<file path="config.mk">
export PLATFORM = sky130hd
export DESIGN_NAME = parking_occupancy_ctrl
export DESIGN_NICKNAME = d
export VERILOG_FILES = /design/src/rtl/parking_occupancy_ctrl.sv
export SDC_FILE = /design/constraint.sdc
export NUM_CORES = 1
export LEC_CHECK = 0
export ABC_CLOCK_PERIOD_IN_PS = 6500
export BUFFER_PORTS_ARGS = -buffer_cell sky130_fd_sc_hd__buf_2
export CAP_MARGIN = 15
export CORE_AREA = 5 5 100 93
export DETAILED_ROUTE_END_ITERATION = 8
export DIE_AREA = 0 0 105 98
export GPL_ROUTABILITY_DRIVEN = 0
export SETUP_SLACK_MARGIN = 0.3
export SLEW_MARGIN = 20
export SYNTH_ARGS = -nofsm -noshare
export SYNTH_HDL_FRONTEND = slang
export SYNTH_SLANG_ARGS = --single-unit
export TNS_END_PERCENT = 30
</file>
<file path="constraint.sdc">
create_clock -name clk -period 6.5 [get_ports clk]
set_clock_uncertainty 0.1 [all_clocks]
set_input_delay 1.3 -clock clk [delete_from_list [all_inputs] [get_ports clk]]
set_output_delay 1.3 -clock clk [all_outputs]
set_load 0.1 [all_outputs]
</file>
<file path="src/rtl/parking_occupancy_ctrl.sv">
// Parking occupancy controller: per-slot sensor debounce, occupancy counting,
// and an entry gate that admits cars only while a free slot can be guaranteed.
module parking_occupancy_ctrl #(
    parameter int SLOTS        = 8,
    parameter int DEB_CYCLES   = 4,
    parameter int GATE_TIMEOUT = 16,
    localparam int CNT_W       = $clog2(SLOTS + 1)
) (
    input  logic             clk,
    input  logic             rst_n,
    input  logic [SLOTS-1:0] slot_sensor,
    input  logic             entry_req,
    input  logic             car_pass,
    output logic [SLOTS-1:0] slot_occ,
    output logic [CNT_W-1:0] occ_count,
    output logic [CNT_W-1:0] free_count,
    output logic [CNT_W-1:0] pending,
    output logic             full,
    output logic             empty,
    output logic             gate_open,
    output logic             deny,
    output logic             timeout
);

    localparam int DEB_W = $clog2(DEB_CYCLES + 1);
    localparam int TMR_W = $clog2(GATE_TIMEOUT);

    localparam logic [DEB_W-1:0] DEB_LAST  = DEB_W'(DEB_CYCLES - 1);
    localparam logic [TMR_W-1:0] TMR_LAST  = TMR_W'(GATE_TIMEOUT - 1);
    localparam logic [CNT_W:0]   SLOTS_EXT = (CNT_W + 1)'(SLOTS);

    localparam logic ST_IDLE = 1'b0;
    localparam logic ST_OPEN = 1'b1;

    logic [SLOTS-1:0] sync1, sync2;
    logic [DEB_W-1:0] deb_cnt [SLOTS];
    logic [CNT_W-1:0] pop_count;
    logic [CNT_W-1:0] occ_prev;
    logic [CNT_W-1:0] occ_rise;
    logic [CNT_W-1:0] pend_dec;
    logic [CNT_W:0]   pend_sum;
    logic [CNT_W-1:0] pend_next;
    logic             state;
    logic [TMR_W-1:0] timer;
    logic             admit_ok;
    logic             pass_ok;

    // Two-flop synchroniser followed by the per-slot debounce counters.
    // NOTE: the counter array is a bank of flops, not a RAM, so it resets like any other register.
    always_ff @(posedge clk or negedge rst_n) begin
        if (!rst_n) begin
            sync1    <= '0;
            sync2    <= '0;
            slot_occ <= '0;
            for (int i = 0; i < SLOTS; i++) deb_cnt[i] <= '0;
        end else begin
            sync1 <= slot_sensor;
            sync2 <= sync1;
            for (int i = 0; i < SLOTS; i++) begin
                if (sync2[i] == slot_occ[i]) begin
                    deb_cnt[i] <= '0;
                end else if (deb_cnt[i] == DEB_LAST) begin
                    slot_occ[i] <= sync2[i];
                    deb_cnt[i]  <= '0;
                end else begin
                    deb_cnt[i] <= deb_cnt[i] + 1'b1;
                end
            end
        end
    end

    // NOTE: combinational accumulation uses blocking assignments and starts from a default, so no latch is inferred.
    always_comb begin
        pop_count = '0;
        for (int i = 0; i < SLOTS; i++) pop_count = pop_count + CNT_W'(slot_occ[i]);
    end

    assign free_count = CNT_W'(SLOTS) - occ_count;
    assign full       = (occ_count == CNT_W'(SLOTS));
    assign empty      = (occ_count == '0);
    assign admit_ok   = ({1'b0, occ_count} + {1'b0, pending}) < SLOTS_EXT;
    assign pass_ok    = (state == ST_OPEN) && car_pass;
    assign gate_open  = (state == ST_OPEN);

    // Newly parked cars retire admitted-but-unparked cars; departures leave pending alone.
    always_comb begin
        occ_rise  = (occ_count > occ_prev) ? (occ_count - occ_prev) : '0;
        pend_dec  = (occ_rise > pending) ? pending : occ_rise;
        pend_sum  = {1'b0, pending} - {1'b0, pend_dec} + (CNT_W + 1)'(pass_ok);
        pend_next = (pend_sum > SLOTS_EXT) ? CNT_W'(SLOTS) : pend_sum[CNT_W-1:0];
    end

    always_ff @(posedge clk or negedge rst_n) begin
        if (!rst_n) begin
            occ_count <= '0;
            occ_prev  <= '0;
            pending   <= '0;
        end else begin
            occ_count <= pop_count;
            occ_prev  <= occ_count;
            pending   <= pend_next;
        end
    end

    always_ff @(posedge clk or negedge rst_n) begin
        if (!rst_n) begin
            state   <= ST_IDLE;
            timer   <= '0;
            deny    <= 1'b0;
            timeout <= 1'b0;
        end else begin
            deny    <= 1'b0;
            timeout <= 1'b0;
            if (state == ST_IDLE) begin
                if (entry_req && admit_ok) begin
                    state <= ST_OPEN;
                    timer <= '0;
                end else if (entry_req) begin
                    deny <= 1'b1;
                end
            end else begin
                if (car_pass) begin
                    state <= ST_IDLE;
                end else if (timer == TMR_LAST) begin
                    state   <= ST_IDLE;
                    timeout <= 1'b1;
                end else begin
                    timer <= timer + 1'b1;
                end
            end
        end
    end

endmodule

</file>
==> results.sh <==
export IMPL_outcome="finished clean"
export IMPL_fin_nets=348
export IMPL_yosys_most_used_dff="dfrtp_1"
export IMPL_holdBufCountCts=0
export IMPL_cts_buffers=9
export IMPL_synth_async_reset_ratio_pct=100.0
export IMPL_antenna_found_initial=0
export IMPL_cp_max_fo=6
export IMPL_place_hpwl_mm=3.953
export IMPL_via_count=1964
export IMPL_synth_edff_count=0
export IMPL_synth_nets=302
export IMPL_syn_cell_area_sq_um=3179
export IMPL_dieHeight_um=98
export IMPL_grt_pass1_vias=1929
export IMPL_postSynthCellCount=253
export IMPL_clkSinkCount=67
export IMPL_tightestPinTransition_ns=0.8368
export IMPL_ys_seq_area_share_pct=52.74
export IMPL_ys_seq_elements=67
export IMPL_grt_start_max_net_pins=68
export IMPL_fin_setup_tns_ns=0
export IMPL_clkSlewWorstSetupHoldPaths_ns=0.07
export IMPL_setup_viol=0
export IMPL_period_share_pct=77.62
export IMPL_required_ns=6.67
export IMPL_clock_latency_ns=0.33
export IMPL_timing_final_ws_setup_ns=1.455
export IMPL_drc=0
export IMPL_fp_dieArea_sq_um=10290
export IMPL_cts_root_buffer="clkbuf_8"
export IMPL_htree_levels=3
export IMPL_area_growth_pct=16.65
export IMPL_startpoint_type="flop"
export IMPL_hold_path_class="reg2reg"
export IMPL_drt_iter0_drc=54
export IMPL_cts_setup_buffers=0
export IMPL_drt_total_wl_mm=5.261
export IMPL_placed_cell_area_sq_um=3482
export IMPL_avgSynthCellArea_sq_um=12.57
export IMPL_slew_viol_final=0
export IMPL_end_kind="flop"
export IMPL_grt_setup_unrepaired="false"
export IMPL_viasPerCell=4.837
export IMPL_drv_cap=0
export IMPL_worstSetupPathType="reg2reg"
export IMPL_overflow=0
export IMPL_synth_top_area_cell="dfrtp_1"
export IMPL_ys_warn_count=0
export IMPL_wl_per_cell_um=12.96
export IMPL_cts_max_path_buffers=2
export IMPL_cts_resized=0
export IMPL_hold_viol=0
export IMPL_drive_gt1_share_pct=23.03
export IMPL_initial_core_util_pct=38.55
export IMPL_synthTopCellsByArea="dfrtp_1 (53%), ha_1 (12%), nor3b_1 (4.3%)"
export IMPL_drtAntennaViolNets=0
export IMPL_grt_pass1_wl_mm=8.997
export IMPL_finalCriticalPeriod_ns=5.045
export IMPL_num_rows=32
export IMPL_diodes=0
export IMPL_port_buffers=36
export IMPL_design_area_sq_um=3709
export IMPL_pre_cts_slack_ns=1.416
export IMPL_die_x_um=105
export IMPL_yosysMostFrequentCell="dfrtp_1"
export IMPL_relSlewSlack_pct=44.21
export IMPL_synth_common_cells="dfrtp_1 (67), ha_1 (31), inv_1 (22)"
export IMPL_synth_top_area_share_pct=52.74
export IMPL_synth_cell_types=36
export IMPL_core_area_sq_um=8248
export IMPL_io_pins=37
export IMPL_arrival_ns=5.21
export IMPL_max_freq_ghz=0.1982
export IMPL_dr_pass1_iters=4
export IMPL_gr_usage_all_layers_pct=10.87
export IMPL_tritoncts="built"
registers in the layout (all words and copies together) (netlist names):
name / count
deb_cnt: 24
slot_occ: 8
sync1: 8
sync2: 8
occ_count: 4
occ_prev: 4
pending: 4
timer: 4
deny: 1
gate_open: 1
timeout: 1
final cells by class:
type	instances	area, sq um
clock buffers	10	137.6
clock inverters	6	88.84
fillers	783	4539
inverters	22	82.58
multi-input cells	162	1408
flip-flops and latches	67	1677
well taps	102	127.6
repair buffers	37	187.7
through the flow:
| step | hold slack, ns | cells | util [%] |
|---|---|---|---|
| 2_1_floorplan | 0.2312 | 253 | - |
| 3_3_place_gp | 0.2317 | 390 | 42.22 |
| 3_5_place_dp | 0.2347 | 390 | 42.22 |
| 4_1_cts | 0.2502 | 406 | 44.96 |
| 5_1_grt | 0.2558 | 406 | 44.96 |
| 6_report | 0.2490 | 406 | 44.96 |
path summary, 6_finish.rpt:
path                                                to  depth (start not counted)  slack [ns]              startpoint
worst max-delay path              pending[3]$_DFF_PN0_                         19        1.45  occ_count[0]$_DFF_PN0_
worst min-delay path                sync2[6]$_DFF_PN0_                          0        0.25      sync1[6]$_DFF_PN0_
worst max register to register    pending[3]$_DFF_PN0_                         19        1.45  occ_count[0]$_DFF_PN0_
worst min register to register      sync2[6]$_DFF_PN0_                          0        0.25      sync1[6]$_DFF_PN0_
max in group asynchronous       occ_count[0]$_DFF_PN0_                          2        4.70                   rst_n
min in group asynchronous           sync1[7]$_DFF_PN0_                          2        1.05                   rst_n
layer usage:
| layer | part of all wire [%] | up-vias | GRT usage [%] |
|---|---|---|---|
| li1 | - | 964 | - |
| met1 | 49 | 955 | 14.62 |
| met2 | 45 | 37 | 15.97 |
| met3 | 4.3 | 8 | 3.040 |
| met4 | 1.6 | 0 | 5.703 |
| met5 | 0 | - | 0 |
cells in the final DEF, fill, tap and decap left out, drive strengths merged, types with 3 or more instances in the layout:
master	n
nor3b	18
buf	37
a22o	3
mux2	8
nor2	6
xor2	6
and3b	4
dfrtp	67
nand2b	5
fa	6
nand2	7
nor2b	11
nor3	12
a21oi	8
clkbuf	10
inv	22
mux2i	6
nand3	3
xnor2	9
o21ai	4
ha	31
critical path, stage by stage (launching register included):
cell and delay [ns]:
dfrtp_1 0.44, inv_1 0.10, ha_1 0.23, fa_1 0.41, nand2b_1 0.18, a211o_2 0.30, nor3_1 0.21, ha_1 0.17
or2b_2 0.31, nor3_1 0.13, a21oi_1 0.12, a32o_2 0.28, mux2i_1 0.13, ha_1 0.30, ha_1 0.29, a21o_1 0.17
nand2_1 0.11, mux2_2 0.35, a221oi_1 0.46, or2_2 0.19
cell families after synthesis:
group / Yosys count / synth area share [%]
compound gates: 25 / 5.589
xor+xnor: 15 / 4.132
fa+ha+maj: 37 / 15.98
buf+inv: 24 / 2.991
flops: 67 / 52.74
mux: 14 / 4.723
simple gates: 71 / 13.85
Power is not shown: default switching activity piles up to over one toggle a cycle in this logic, so the estimate is an artifact.
